$ cat config.mk
export PLATFORM = sky130hd
export DESIGN_NAME = fm_slot_sequencer_flat
export DESIGN_NICKNAME = d
export VERILOG_FILES = /design/src/rtl/fm_pkg.sv /design/src/rtl/fm_slot_sequencer_if.sv /design/src/rtl/fm_next_channel.sv /design/src/rtl/fm_slot_sequencer.sv /design/src/flat_wrapper.sv
export SDC_FILE = /design/constraint.sdc
export NUM_CORES = 1
export LEC_CHECK = 0
export BUFFER_PORTS_ARGS = -buffer_cell sky130_fd_sc_hd__clkbuf_2
export CAP_MARGIN = 20
export CORE_AREA = 2 2 486 488
export DETAILED_ROUTE_END_ITERATION = 8
export DIE_AREA = 0 0 488 490
export HOLD_SLACK_MARGIN = 0.02
export PLACE_DENSITY = 0.3
export SKIP_CTS_REPAIR_TIMING = 1
export SLEW_MARGIN = 10
export SYNTH_ARGS = -nofsm -noshare
export SYNTH_HDL_FRONTEND = slang
export SYNTH_SLANG_ARGS = --single-unit
$ cat constraint.sdc
create_clock -name clk -period 4.2 [get_ports clk]
set_clock_uncertainty 0.15 [all_clocks]
set_input_delay 0.21 -clock clk [delete_from_list [all_inputs] [get_ports clk]]
set_output_delay 0.21 -clock clk [all_outputs]
set_load 0.05 [all_outputs]
$ cat src/rtl/fm_pkg.sv
`default_nettype none
// ============================================================================
//  Module      : fm_pkg
//  Description : Shared definitions for the FM slot sequencer and the operator
//                datapath: FSM state encoding, word-unpacking helpers and
//                default slot timing.
//  Revision    : 1.0 - initial release
// ============================================================================
package fm_pkg;

   typedef enum logic [1:0] {
      ST_IDLE = 2'd0,
      ST_SLOT = 2'd1,
      ST_DONE = 2'd2
   } fm_state_e;

   localparam int c_def_num_bits    = 32;
   localparam int c_def_num_chan    = 16;
   localparam int c_def_step        = 6;
   localparam int c_def_latency     = 3;
   localparam int c_def_note_en_pos = c_def_num_bits - 1;

   // The note enable lives in the MSB of each carrier word.
   function automatic int note_en_pos(input int num_bits);
      return num_bits - 1;
   endfunction

endpackage : fm_pkg
`default_nettype wire

$ cat src/rtl/fm_slot_sequencer_if.sv
`default_nettype none
// ============================================================================
//  Module      : fm_slot_sequencer_if
//  Description : Bus between the voice register file / host (master) and the
//                slot sequencer (slave).
//                master drives : start, skip_idle, carrier_in, modulator_in,
//                                available
//                slave drives  : note_en, mod_acc_clr, slot strobes,
//                                curr_note, curr_ch, words, status, s_clk*
//  Revision    : 1.0 - initial release
// ============================================================================
interface fm_slot_sequencer_if #(
   parameter int NUM_BITS     = fm_pkg::c_def_num_bits,
   parameter int NUM_CHANNELS = fm_pkg::c_def_num_chan,
   parameter int CH_W         = $clog2(NUM_CHANNELS)
);
   logic                           start;
   logic                           skip_idle;
   logic [NUM_BITS*NUM_CHANNELS-1:0] carrier_in;
   logic [NUM_BITS*NUM_CHANNELS-1:0] modulator_in;
   logic [NUM_CHANNELS-1:0]        available;

   logic [NUM_CHANNELS-1:0]        note_en;
   logic [NUM_CHANNELS-1:0]        mod_acc_clr;
   logic [NUM_CHANNELS-1:0]        mod_acc_en;
   logic [NUM_CHANNELS-1:0]        mod_reg_en;
   logic [NUM_CHANNELS-1:0]        car_acc_en;
   logic [NUM_CHANNELS-1:0]        car_reg_en;
   logic [NUM_CHANNELS-1:0]        curr_note;
   logic [CH_W-1:0]                curr_ch;
   logic [NUM_BITS-1:0]            carrier_word;
   logic [NUM_BITS-1:0]            mod_word;
   logic                           busy;
   logic                           frame_done;
   logic                           overrun;
   logic                           interrupt_out;
   logic                           s_clk;
   logic                           s_clk_pos;
   logic                           s_clk_neg;

   modport master (
      output start, skip_idle, carrier_in, modulator_in, available,
      input  note_en, mod_acc_clr, mod_acc_en, mod_reg_en, car_acc_en,
             car_reg_en, curr_note, curr_ch, carrier_word, mod_word, busy,
             frame_done, overrun, interrupt_out, s_clk, s_clk_pos, s_clk_neg
   );

   modport slave (
      input  start, skip_idle, carrier_in, modulator_in, available,
      output note_en, mod_acc_clr, mod_acc_en, mod_reg_en, car_acc_en,
             car_reg_en, curr_note, curr_ch, carrier_word, mod_word, busy,
             frame_done, overrun, interrupt_out, s_clk, s_clk_pos, s_clk_neg
   );

endinterface : fm_slot_sequencer_if
`default_nettype wire

$ cat src/rtl/fm_next_channel.sv
`default_nettype none
// ============================================================================
//  Module      : fm_next_channel
//  Description : Combinational search for the lowest eligible channel strictly
//                above cur_idx_i (or at/above 0 when from_zero_i is set).
//                cur_idx_i   : current channel index
//                elig_i      : per-channel eligibility mask
//                from_zero_i : search from channel 0 inclusive
//                found_o     : an eligible channel exists
//                next_idx_o  : its index (0 when none found)
//  Revision    : 1.0 - initial release
// ============================================================================
module fm_next_channel #(
   parameter int NUM_CHANNELS = 16,
   parameter int CH_W         = $clog2(NUM_CHANNELS)
) (
   input  logic [CH_W-1:0]         cur_idx_i,
   input  logic [NUM_CHANNELS-1:0] elig_i,
   input  logic                    from_zero_i,
   output logic                    found_o,
   output logic [CH_W-1:0]         next_idx_o
);

   // Descending scan so the last hit written is the lowest qualifying index.
   always_comb begin
      found_o    = 1'b0;
      next_idx_o = '0;
      for (int i = NUM_CHANNELS - 1; i >= 0; i--) begin
         if (elig_i[i] && (from_zero_i || (i > int'(cur_idx_i)))) begin
            found_o    = 1'b1;
            next_idx_o = CH_W'(i);
         end
      end
   end

endmodule : fm_next_channel
`default_nettype wire

$ cat src/rtl/fm_slot_sequencer.sv
`default_nettype none
// ============================================================================
//  Module      : fm_slot_sequencer
//  Description : Time-multiplexed channel slot sequencer for the FM synth.
//                On start it walks eligible channels in ascending order, each
//                for STEP cycles, issuing one-hot slot strobes and presenting
//                the active channel's carrier/modulator words. Also hosts a
//                free-running sample-clock divider.
//                clk, rst : clock, synchronous active-high reset
//                bus      : fm_slot_sequencer_if.slave (all data/status)
//  Revision    : 1.0 - initial release
// ============================================================================
module fm_slot_sequencer
   import fm_pkg::*;
#(
   parameter int NUM_BITS     = c_def_num_bits,
   parameter int NUM_CHANNELS = c_def_num_chan,
   parameter int STEP         = c_def_step,
   parameter int LATENCY      = c_def_latency,
   parameter int SCLK_DIV     = 4,
   parameter int CH_W         = $clog2(NUM_CHANNELS)
) (
   input  logic                clk,
   input  logic                rst,
   fm_slot_sequencer_if.slave  bus
);

   localparam int C_W   = $clog2(STEP);
   localparam int D_W   = $clog2(SCLK_DIV);
   localparam int NEP   = note_en_pos(NUM_BITS);

   // ---------------------------------------------------------------- unpack
   logic [NUM_BITS-1:0]     w_car [NUM_CHANNELS];
   logic [NUM_BITS-1:0]     w_mod [NUM_CHANNELS];
   logic [NUM_CHANNELS-1:0] w_note_en;
   logic [NUM_CHANNELS-1:0] w_mod_zero;
   logic [NUM_CHANNELS-1:0] w_elig;

   for (genvar k = 0; k < NUM_CHANNELS; k++) begin : g_unpack
      assign w_car[k]      = bus.carrier_in[k*NUM_BITS +: NUM_BITS];
      assign w_mod[k]      = bus.modulator_in[k*NUM_BITS +: NUM_BITS];
      assign w_note_en[k]  = w_car[k][NEP];
      assign w_mod_zero[k] = (w_mod[k] == '0);
   end

   assign w_elig            = bus.skip_idle ? w_note_en : '1;
   assign bus.note_en       = w_note_en;
   assign bus.mod_acc_clr   = w_mod_zero;
   assign bus.interrupt_out = |bus.available;

   // ------------------------------------------------------------------- FSM
   fm_state_e       state_q, state_d;
   logic [C_W-1:0]  c_q, c_d;
   logic [CH_W-1:0] ch_q, ch_d;
   logic            w_found;
   logic [CH_W-1:0] w_next;

   fm_next_channel #(
      .NUM_CHANNELS (NUM_CHANNELS),
      .CH_W         (CH_W)
   ) u_next (
      .cur_idx_i   (ch_q),
      .elig_i      (w_elig),
      .from_zero_i (state_q == ST_IDLE),
      .found_o     (w_found),
      .next_idx_o  (w_next)
   );

   always_comb begin
      state_d = state_q;
      c_d     = c_q;
      ch_d    = ch_q;
      case (state_q)
         ST_IDLE: begin
            if (bus.start) begin
               c_d = '0;
               if (w_found) begin
                  state_d = ST_SLOT;
                  ch_d    = w_next;
               end else begin
                  state_d = ST_DONE;
               end
            end
         end
         ST_SLOT: begin
            if (c_q == C_W'(STEP - 1)) begin
               c_d = '0;
               if (w_found) begin
                  ch_d = w_next;
               end else begin
                  state_d = ST_DONE;
               end
            end else begin
               c_d = c_q + C_W'(1);
            end
         end
         ST_DONE: state_d = ST_IDLE;
         default: state_d = ST_IDLE;
      endcase
   end

   // Outputs are registered from next-state so they line up with the slot
   // the FSM is entering on this edge.
   logic [NUM_CHANNELS-1:0] curr_note_d, mae_d, mre_d, cae_d, cre_d;
   logic                    w_in_slot;
   logic                    w_enter;

   assign w_in_slot = (state_d == ST_SLOT);
   assign w_enter   = w_in_slot && (c_d == '0);

   always_comb begin
      curr_note_d = '0;
      mae_d       = '0;
      mre_d       = '0;
      cae_d       = '0;
      cre_d       = '0;
      if (w_in_slot) begin
         curr_note_d[ch_d] = 1'b1;
         if (c_d == '0)                 mae_d[ch_d] = 1'b1;
         if (c_d == C_W'(LATENCY - 1))  mre_d[ch_d] = 1'b1;
         if (c_d == C_W'(LATENCY))      cae_d[ch_d] = 1'b1;
         if (c_d == C_W'(STEP - 1))     cre_d[ch_d] = 1'b1;
      end
   end

   logic [NUM_CHANNELS-1:0] curr_note_q, mae_q, mre_q, cae_q, cre_q;
   logic [CH_W-1:0]         curr_ch_q;
   logic [NUM_BITS-1:0]     car_word_q, mod_word_q;
   logic                    busy_q, frame_done_q, overrun_q;
   logic [D_W-1:0]          d_q;
   logic                    s_clk_pos_q, s_clk_neg_q;

   always_ff @(posedge clk) begin
      if (rst) begin
         state_q      <= ST_IDLE;
         c_q          <= '0;
         ch_q         <= '0;
         curr_note_q  <= '0;
         mae_q        <= '0;
         mre_q        <= '0;
         cae_q        <= '0;
         cre_q        <= '0;
         curr_ch_q    <= '0;
         car_word_q   <= '0;
         mod_word_q   <= '0;
         busy_q       <= 1'b0;
         frame_done_q <= 1'b0;
         overrun_q    <= 1'b0;
         d_q          <= '0;
         s_clk_pos_q  <= 1'b0;
         s_clk_neg_q  <= 1'b0;
      end else begin
         state_q      <= state_d;
         c_q          <= c_d;
         ch_q         <= ch_d;
         curr_note_q  <= curr_note_d;
         mae_q        <= mae_d;
         mre_q        <= mre_d;
         cae_q        <= cae_d;
         cre_q        <= cre_d;
         curr_ch_q    <= w_in_slot ? ch_d : '0;
         busy_q       <= w_in_slot;
         frame_done_q <= (state_d == ST_DONE);
         overrun_q    <= bus.start && (state_q != ST_IDLE);
         // Words are captured only on slot entry and otherwise hold.
         if (w_enter) begin
            car_word_q <= {1'b0, w_car[ch_d][NUM_BITS-2:0]};
            mod_word_q <= w_mod[ch_d];
         end
         // Sample-clock divider runs regardless of the FSM.
         d_q          <= (d_q == D_W'(SCLK_DIV - 1)) ? '0 : d_q + D_W'(1);
         s_clk_pos_q  <= (d_q == '0);
         s_clk_neg_q  <= (d_q == D_W'(SCLK_DIV / 2));
      end
   end

   assign bus.curr_note    = curr_note_q;
   assign bus.mod_acc_en   = mae_q;
   assign bus.mod_reg_en   = mre_q;
   assign bus.car_acc_en   = cae_q;
   assign bus.car_reg_en   = cre_q;
   assign bus.curr_ch      = curr_ch_q;
   assign bus.carrier_word = car_word_q;
   assign bus.mod_word     = mod_word_q;
   assign bus.busy         = busy_q;
   assign bus.frame_done   = frame_done_q;
   assign bus.overrun      = overrun_q;
   assign bus.s_clk        = (d_q >= D_W'(SCLK_DIV / 2));
   assign bus.s_clk_pos    = s_clk_pos_q;
   assign bus.s_clk_neg    = s_clk_neg_q;

endmodule : fm_slot_sequencer
`default_nettype wire

$ cat src/flat_wrapper.sv
// flat-port wrapper written by rule: the top's interface ports become plain ports
module fm_slot_sequencer_flat import fm_pkg::*;
#(
   parameter int NUM_BITS     = c_def_num_bits,
   parameter int NUM_CHANNELS = c_def_num_chan,
   parameter int STEP         = c_def_step,
   parameter int LATENCY      = c_def_latency,
   parameter int SCLK_DIV     = 4,
   parameter int CH_W         = $clog2(NUM_CHANNELS)
)
  (clk, rst, bus_start, bus_skip_idle, bus_carrier_in, bus_modulator_in, bus_available, bus_note_en, bus_mod_acc_clr, bus_mod_acc_en, bus_mod_reg_en, bus_car_acc_en, bus_car_reg_en, bus_curr_note, bus_curr_ch, bus_carrier_word, bus_mod_word, bus_busy, bus_frame_done, bus_overrun, bus_interrupt_out, bus_s_clk, bus_s_clk_pos, bus_s_clk_neg);
  fm_slot_sequencer_if #(.NUM_BITS(NUM_BITS), .NUM_CHANNELS(NUM_CHANNELS), .CH_W(CH_W)) bus_i ();
  input  logic clk;
  input  logic rst;
  input wire logic [$bits(bus_i.start)-1:0] bus_start;
  input wire logic [$bits(bus_i.skip_idle)-1:0] bus_skip_idle;
  input wire logic [$bits(bus_i.carrier_in)-1:0] bus_carrier_in;
  input wire logic [$bits(bus_i.modulator_in)-1:0] bus_modulator_in;
  input wire logic [$bits(bus_i.available)-1:0] bus_available;
  output wire logic [$bits(bus_i.note_en)-1:0] bus_note_en;
  output wire logic [$bits(bus_i.mod_acc_clr)-1:0] bus_mod_acc_clr;
  output wire logic [$bits(bus_i.mod_acc_en)-1:0] bus_mod_acc_en;
  output wire logic [$bits(bus_i.mod_reg_en)-1:0] bus_mod_reg_en;
  output wire logic [$bits(bus_i.car_acc_en)-1:0] bus_car_acc_en;
  output wire logic [$bits(bus_i.car_reg_en)-1:0] bus_car_reg_en;
  output wire logic [$bits(bus_i.curr_note)-1:0] bus_curr_note;
  output wire logic [$bits(bus_i.curr_ch)-1:0] bus_curr_ch;
  output wire logic [$bits(bus_i.carrier_word)-1:0] bus_carrier_word;
  output wire logic [$bits(bus_i.mod_word)-1:0] bus_mod_word;
  output wire logic [$bits(bus_i.busy)-1:0] bus_busy;
  output wire logic [$bits(bus_i.frame_done)-1:0] bus_frame_done;
  output wire logic [$bits(bus_i.overrun)-1:0] bus_overrun;
  output wire logic [$bits(bus_i.interrupt_out)-1:0] bus_interrupt_out;
  output wire logic [$bits(bus_i.s_clk)-1:0] bus_s_clk;
  output wire logic [$bits(bus_i.s_clk_pos)-1:0] bus_s_clk_pos;
  output wire logic [$bits(bus_i.s_clk_neg)-1:0] bus_s_clk_neg;
  assign bus_i.start = bus_start;
  assign bus_i.skip_idle = bus_skip_idle;
  assign bus_i.carrier_in = bus_carrier_in;
  assign bus_i.modulator_in = bus_modulator_in;
  assign bus_i.available = bus_available;
  assign bus_note_en = bus_i.note_en;
  assign bus_mod_acc_clr = bus_i.mod_acc_clr;
  assign bus_mod_acc_en = bus_i.mod_acc_en;
  assign bus_mod_reg_en = bus_i.mod_reg_en;
  assign bus_car_acc_en = bus_i.car_acc_en;
  assign bus_car_reg_en = bus_i.car_reg_en;
  assign bus_curr_note = bus_i.curr_note;
  assign bus_curr_ch = bus_i.curr_ch;
  assign bus_carrier_word = bus_i.carrier_word;
  assign bus_mod_word = bus_i.mod_word;
  assign bus_busy = bus_i.busy;
  assign bus_frame_done = bus_i.frame_done;
  assign bus_overrun = bus_i.overrun;
  assign bus_interrupt_out = bus_i.interrupt_out;
  assign bus_s_clk = bus_i.s_clk;
  assign bus_s_clk_pos = bus_i.s_clk_pos;
  assign bus_s_clk_neg = bus_i.s_clk_neg;
  fm_slot_sequencer #(.NUM_BITS(NUM_BITS), .NUM_CHANNELS(NUM_CHANNELS), .STEP(STEP), .LATENCY(LATENCY), .SCLK_DIV(SCLK_DIV), .CH_W(CH_W)) u_core (.clk(clk), .rst(rst), .bus(bus_i));
endmodule
# Yosys cells after proc, flatten, opt, wreduce, memory -nomap -nowiden

Cells that the tools add are included.

Bits in registers: 163
Bits of input ports: 1044
Output and inout bits: 187
Logic and storage cells: 167

Add/subtract/negate cells: 2
Magnitude comparators: 19
Eq/ne operators: 9
Muxes and demuxes: 53
Bitwise gates (word level): 6
Reduce and logical (&&, ||, !) cells: 61

Operator list:

| operator           | count |
|---|---|
| $logic_not 32->1   | 16 |
| $bmux 32 s4        | 2 |
| $mux 4             | 19 |
| $mux 32            | 2 |
| $mux 31            | 2 |
| $gt 4x4->1 const A | 8 |
| $logic_and 1x1->1  | 19 |
| $mux 1             | 17 |
| $gt 3x4->1 const A | 4 |
| $mux 16            | 1 |
| $reduce_or 16->1   | 1 |
| $logic_or 1x1->1   | 15 |
| $reduce_or 3->1    | 4 |
| $gt 2x4->1 const A | 2 |
| $mux 2             | 4 |
| $pmux 4 s2         | 1 |
| $eq 2x2->1 const B | 3 |
| $eq 3x2->1 const B | 2 |
| $eq 3x3->1 const B | 2 |
| $mux 3             | 2 |
| $pmux 3 s2         | 1 |
| $ge 5x5->1 const B | 1 |
| $lt 4x5->1 const B | 1 |
| $not 1->1          | 5 |
| other kinds (13)   | 16 |

# Depth between registers and ports, before layout

Word-level depth: 26
Mapped depth: 15
Mapped depth without buffers: 9

# Modules after synthesis

From an unflattened synthesis, not the netlist that was laid out.

Cells, all modules: 2603
Area, all modules: 15368.5 um^2

Modules (own cells, without submodules):

| module            | instances | cells an instance | area each (um^2) | seq. area each (um^2) |
|---|---|---|---|---|
| fm_slot_sequencer | 1         | 2521              | 14838.0          | 3263.1 |
| fm_next_channel   | 1         | 82                | 530.5            | 0.0 |

# Least setup slack after synthesis

Ideal clock, no wire load.

Kind: reg2reg
From: register u_core.state_q[1]
To: register u_core.car_word_q[27] (netlist: u_core.bus.carrier_word[27])
Data arrival time: 3.004 ns
Data required time: 3.924 ns
Slack: 0.920 ns
Stages on the path, launching flop included: 13
Path buffers: 3
Period minus slack after synthesis: 3.280 ns
Path through: dfxtp_1 -> buf_2 -> o211ai_2 -> a211o_1 -> a221o_1 -> nor3_4 -> a221o_1 -> o21a_1 -> buf_6 -> buf_6 -> mux4_2 -> a222oi_1 -> a21oi_1

Cells in the longest elaborated chain, start to end: 26

Ends and longest elaborated chain:

| what                                            | line                                             | text |
|---|---|---|
| start, declared                                 | fm_slot_sequencer.sv:52                          | `fm_state_e state_q, state_d;` |
| start signal, assigned                          | fm_slot_sequencer.sv:153                         | `state_q <= state_d;` |
| $logic_not 2->1                                 | fm_slot_sequencer.sv:64, fm_slot_sequencer.sv:73 |  |
| $logic_or 1x1->1                                | fm_next_channel.sv:29                            | `if (elig_i[i] && (from_zero_i \|\| (i > int'(cur_idx_i)))) begin` |
| $logic_and 1x1->1                               | fm_next_channel.sv:29                            |  |
| $mux 4 or $mux 1 (tied branches) (16 in series) | fm_next_channel.sv:29                            |  |
| $mux 4                                          | fm_slot_sequencer.sv:77, fm_slot_sequencer.sv:88 |  |
| $mux 4 (on tied branches)                       | fm_slot_sequencer.sv:86, fm_slot_sequencer.sv:75 |  |
| $pmux 4 s2                                      | fm_slot_sequencer.sv:73                          | `case (state_q)` |
| $not 4->5 (implied by the code)                 | fm_slot_sequencer.sv:167                         | `car_word_q <= {1'b0, w_car[ch_d][NUM_BITS-2:0]};` |
| $bmux 32 s4                                     | fm_slot_sequencer.sv:167                         |  |
| $mux 31 (implied by the code) (2 in series)     | fm_slot_sequencer.sv:167                         |  |
| end signal, assigned                            | fm_slot_sequencer.sv:167                         |  |
| end, declared                                   | fm_slot_sequencer.sv:128                         | `logic [NUM_BITS-1:0] car_word_q, mod_word_q;` |

Parallel ways exist; a longest one is shown, timed or not. The select of a mux whose other input is x is not followed.
A chain may end at the register's enable or synchronous reset.

# Worst setup path after layout

From: register u_core.ch_q[3]
To: register u_core.car_word_q[13] (netlist: u_core.bus.carrier_word[13])

Cells in the longest elaborated chain, start to end: 26

Ends and longest elaborated chain:

| what                                            | line                                             | text |
|---|---|---|
| start, declared                                 | fm_slot_sequencer.sv:54                          | `logic [CH_W-1:0] ch_q, ch_d;` |
| start signal, assigned                          | fm_slot_sequencer.sv:155                         | `ch_q <= ch_d;` |
| $gt 4x4->1                                      | fm_next_channel.sv:29                            |  |
| $logic_or 1x1->1                                | fm_next_channel.sv:29                            |  |
| $logic_and 1x1->1                               | fm_next_channel.sv:29                            |  |
| $mux 4 or $mux 1 (tied branches) (16 in series) | fm_next_channel.sv:29                            |  |
| $mux 4                                          | fm_slot_sequencer.sv:77, fm_slot_sequencer.sv:88 |  |
| $mux 4 (on tied branches)                       | fm_slot_sequencer.sv:86, fm_slot_sequencer.sv:75 |  |
| $pmux 4 s2                                      | fm_slot_sequencer.sv:73                          |  |
| $not 4->5 (implied by the code)                 | fm_slot_sequencer.sv:167                         |  |
| $bmux 32 s4                                     | fm_slot_sequencer.sv:167                         |  |
| $mux 31 (implied by the code) (2 in series)     | fm_slot_sequencer.sv:167                         |  |

Parallel ways exist; a longest one is shown, timed or not. The select of a mux whose other input is x is not followed.

==> impl_metrics.tcl <==
set metrics [dict create \
    pin_count 1231 \
    place.gp.congestion 0.9512 \
    timing.hold.ws_ns -0.005687 \
    period_needed_ns 4.047 \
    antenna_found_initial 97 \
    cp-start-kind "register" \
    dpl_cell_area_um2 26490 \
    drc 0 \
    syn_avg_cell_area_um2 8.543 \
    via_count 22560 \
    hpwl_um 171100 \
    relSlewSlack 0.09962 \
    routed_wl_um 195700 \
    switching_share 0.4882 \
    overflow 0 \
    die_area_um2 239100 \
    wire_per_inst_um 31.00 \
    rows 178 \
    hold_viol_final 2 \
    instances_no_fill 6313 \
    cts_buffers 17 \
    ir_drop_v 0.0002680 \
    firstDrtPassIters 8 \
    slew_viol_final 0 \
    worst-path-stages 12 \
    p_seq_frac 0.232 \
    yosysWarnings 0 \
    slowest_stage "dfxtp_1" \
    route.antenna.remaining_nets 0 \
    clkLatencyLatePin_ns 0.54 \
    cp_top_family "compound AO/OA/AOI/OAI gates" \
    intPower_w 0.003826 \
    reg2regPathDepth 12 \
    synthArstFlopShare 0 \
    drive_gt1_frac 0.4966 \
    yosys_register_bits 163 \
    min_path_type "input pin to register" \
    cts.clk_slew.worst_paths_ns 0.11 \
    cts_max_level 4 \
    criticalPathCategory "register to register" \
    postLayoutCellArea_um2 27880 \
    finalSetupViolations 0 \
    grt_pass1_wl_um 242200 \
    placement.io_buffers 1229 \
    initial_core_util 0.06526 \
    clock_path_buffers 2 \
    die_w_um 488 \
    post-route-period-util 0.9636 \
    core_area_um2 234100 \
    clock_power_share 0.261 \
    grt_max_degree 57 \
    placed_cells 6181 \
    slowest_delay_ns 0.57 \
    synth_area_um2 15270 \
    grt_usage 0.1558 \
    drtIter0Drc 2116 \
    vias_per_cell 3.574 \
    p_per_area_nw_per_um2 268.1 \
    drv_cap 0 \
    crit_chain "o211ai_2 > a211o_1 > a221o_1 > o31ai_1 > buf_4 > a21oi_4 > buf_12 > buf_12 > mux2i_1 > mux2i_1 > a222oi_1 > a21oi_1" \
    comb_power_share 0.507 \
    fin_ws_ns 0.1527 \
    crit_required_ns 4.47 \
    fin_nets 4161 \
    synth_nets 2835 \
    yosysUniqueCellTypes 70 \
    status "finished with violations" \
    root_buffer "clkbuf_16" \
    worst_pin_slew_ns 1.338 \
    endpoint_kind "register" \
    hold_depth 5 \
    ys_seq_area_frac 0.2136 \
    synth_ff_type "dfxtp_1" \
    synth_edf_count 0 \
    worst-path-buf-inv 3 \
    crit_arrival_ns 4.32 \
    rsz0062_at_grt "no" \
    power.net_switching_w 0.003650 \
    tritoncts "done" \
    power.leakage_nw 11.62 \
    grt_pass1_vias 22660 \
    fp.dieH_um 490 \
    cts.sinks 163 \
    syn_inst 1788 \
    crit_fanout 27 \
    violations "negative hold slack" \
    dp_slack_ns -0.1283 \
    max_freq_mhz 247.1 \
    synthToLayoutAreaGrowth_pct 82.55 \
]
worst paths after layout:
path                       startpoint                     endpoint  slack (ns)
setup / recovery       u_core.ch_q[3]  u_core.bus.carrier_word[13]        0.15
hold / removal    bus_carrier_in[121]  u_core.bus.carrier_word[25]      -0.006
setup reg to reg       u_core.ch_q[3]  u_core.bus.carrier_word[13]        0.15
hold reg to reg         u_core.d_q[0]                u_core.d_q[0]        0.31
logic make-up (layout without fill, tap and decap cells):
kind of cell             Yosys count  in the layout  share of synthesized area
AO/OA/AOI/OAI                    367            367                     0.1753
adder cells (fa/ha/maj)            3              3                   0.002458
multiplexers                     510            510                     0.3653
other                              1             37                  0.0002455
flip-flops                       163            163                     0.2136
AND/OR/NAND/NOR                  551            551                     0.1798
buffers and inverters            193           1532                    0.06324
state kept, by name, indices dropped and copies added (netlist names):
name / count
u_core.bus.mod_reg_en: 16
u_core.bus.curr_ch: 4
u_core.bus.curr_note: 16
u_core.bus.mod_word: 32
u_core.state_q: 2
u_core.d_q: 2
u_core.bus.mod_acc_en: 16
u_core.bus.frame_done: 1
u_core.bus.s_clk_neg: 1
u_core.bus.car_reg_en: 16
u_core.bus.busy: 1
u_core.bus.carrier_word: 31
u_core.bus.s_clk_pos: 1
u_core.bus.overrun: 1
u_core.bus.car_acc_en: 16
u_core.c_q: 3
u_core.ch_q: 4
metrics by stage:
step                      utilization  TNS, ns  power (W)  hold slack (ns)
final                          0.1191        0   0.007476        -0.005687
after detailed placement       0.1132  -0.2150   0.005528           0.2977
after floorplan                     -        0   0.003390           0.1316
after global routing           0.1188        0   0.007838          0.01970
after CTS                      0.1158  -0.4740   0.007630          -0.1735
after global placement         0.1131  -0.3859   0.005558           0.2924
cell usage after synthesis (6+ instances only):
cell / instances / area share
mux2i_1: 472 / 0.31
buf_4: 23 / 0.011
clkbuf_1: 73 / 0.018
nor2b_1: 6 / 0.0025
a222oi_1: 34 / 0.022
o221a_1: 31 / 0.023
o22ai_1: 40 / 0.016
nand3_1: 65 / 0.021
buf_2: 64 / 0.021
nor2_1: 118 / 0.029
nor3_1: 17 / 0.0056
a21oi_1: 74 / 0.024
buf_6: 10 / 0.0074
mux4_2: 38 / 0.056
nor4_1: 134 / 0.055
o221a_2: 6 / 0.0044
inv_1: 16 / 0.0039
o21ai_0: 74 / 0.024
a32oi_1: 25 / 0.014
nor3b_1: 7 / 0.0034
nand4_1: 34 / 0.014
a221oi_1: 29 / 0.017
nand2_1: 141 / 0.035
dfxtp_1: 163 / 0.21
power by group through the flow:
stage          sequential (W)  combinational (W)  clock, W
3_3_place_gp          0.00177            0.00379         0
2_1_floorplan         0.00206            0.00133         0
5_1_grt               0.00175            0.00396   0.00213
3_5_place_dp          0.00177            0.00376         0
6_report              0.00173            0.00379   0.00196
4_1_cts               0.00174            0.00377   0.00212
layout make-up:
| class | count | area (um2) |
|---|---|---|
| antenna | 36 | 90.09 |
| clock buffer | 17 | 425.4 |
| clock inverter | 15 | 198.9 |
| fill | 27230 | 206200 |
| inverter | 18 | 68.82 |
| multi-input combinational | 1432 | 11230 |
| sequential | 163 | 3267 |
| tap | 3150 | 3941 |
| timing repair buffer | 1482 | 8661 |
cells in the final DEF (no fill, tap or decap), types with 4 or more instances in the layout:
cell type and n:
a211oi_1 4, a21oi_1 73, a221oi_1 28, a222oi_1 34, a22oi_1 4, a31oi_1 4, a32oi_1 25, and3_1 5
buf_12 35, buf_2 4, buf_4 154, clkbuf_16 18, clkbuf_2 1229, clkinv_8 6, dfxtp_1 160, diode_2 36
dlygate4sd3_1 58, inv_1 16, mux2i_1 468, mux2i_2 4, mux4_2 38, nand2_1 140, nand2b_1 4, nand3_1 65
nand4_1 34, nor2_1 115, nor2_4 6, nor2b_1 5, nor3_1 17, nor3b_1 7, nor4_1 123, nor4_2 11
o21a_1 4, o21ai_0 74, o221a_1 31, o221a_2 6, o22ai_1 40
worst reg2reg max path: stages, from the launching register on:
cell	delay, ns
dfxtp_1	0.57
o211ai_2	0.17
a211o_1	0.34
a221o_1	0.43
o31ai_1	0.37
buf_4	0.19
a21oi_4	0.07
buf_12	0.18
buf_12	0.36
mux2i_1	0.40
mux2i_1	0.20
a222oi_1	0.38
a21oi_1	0.12
metal layers:
metal,up-vias,global-route usage,routed length [um]
met5,-,0,401
met4,60,0.04388,5143
met3,234,0.05806,19240
met2,1443,0.2591,91690
met1,11090,0.1856,79250
li1,9736,-,-
(Power assumes the default switching activity.)
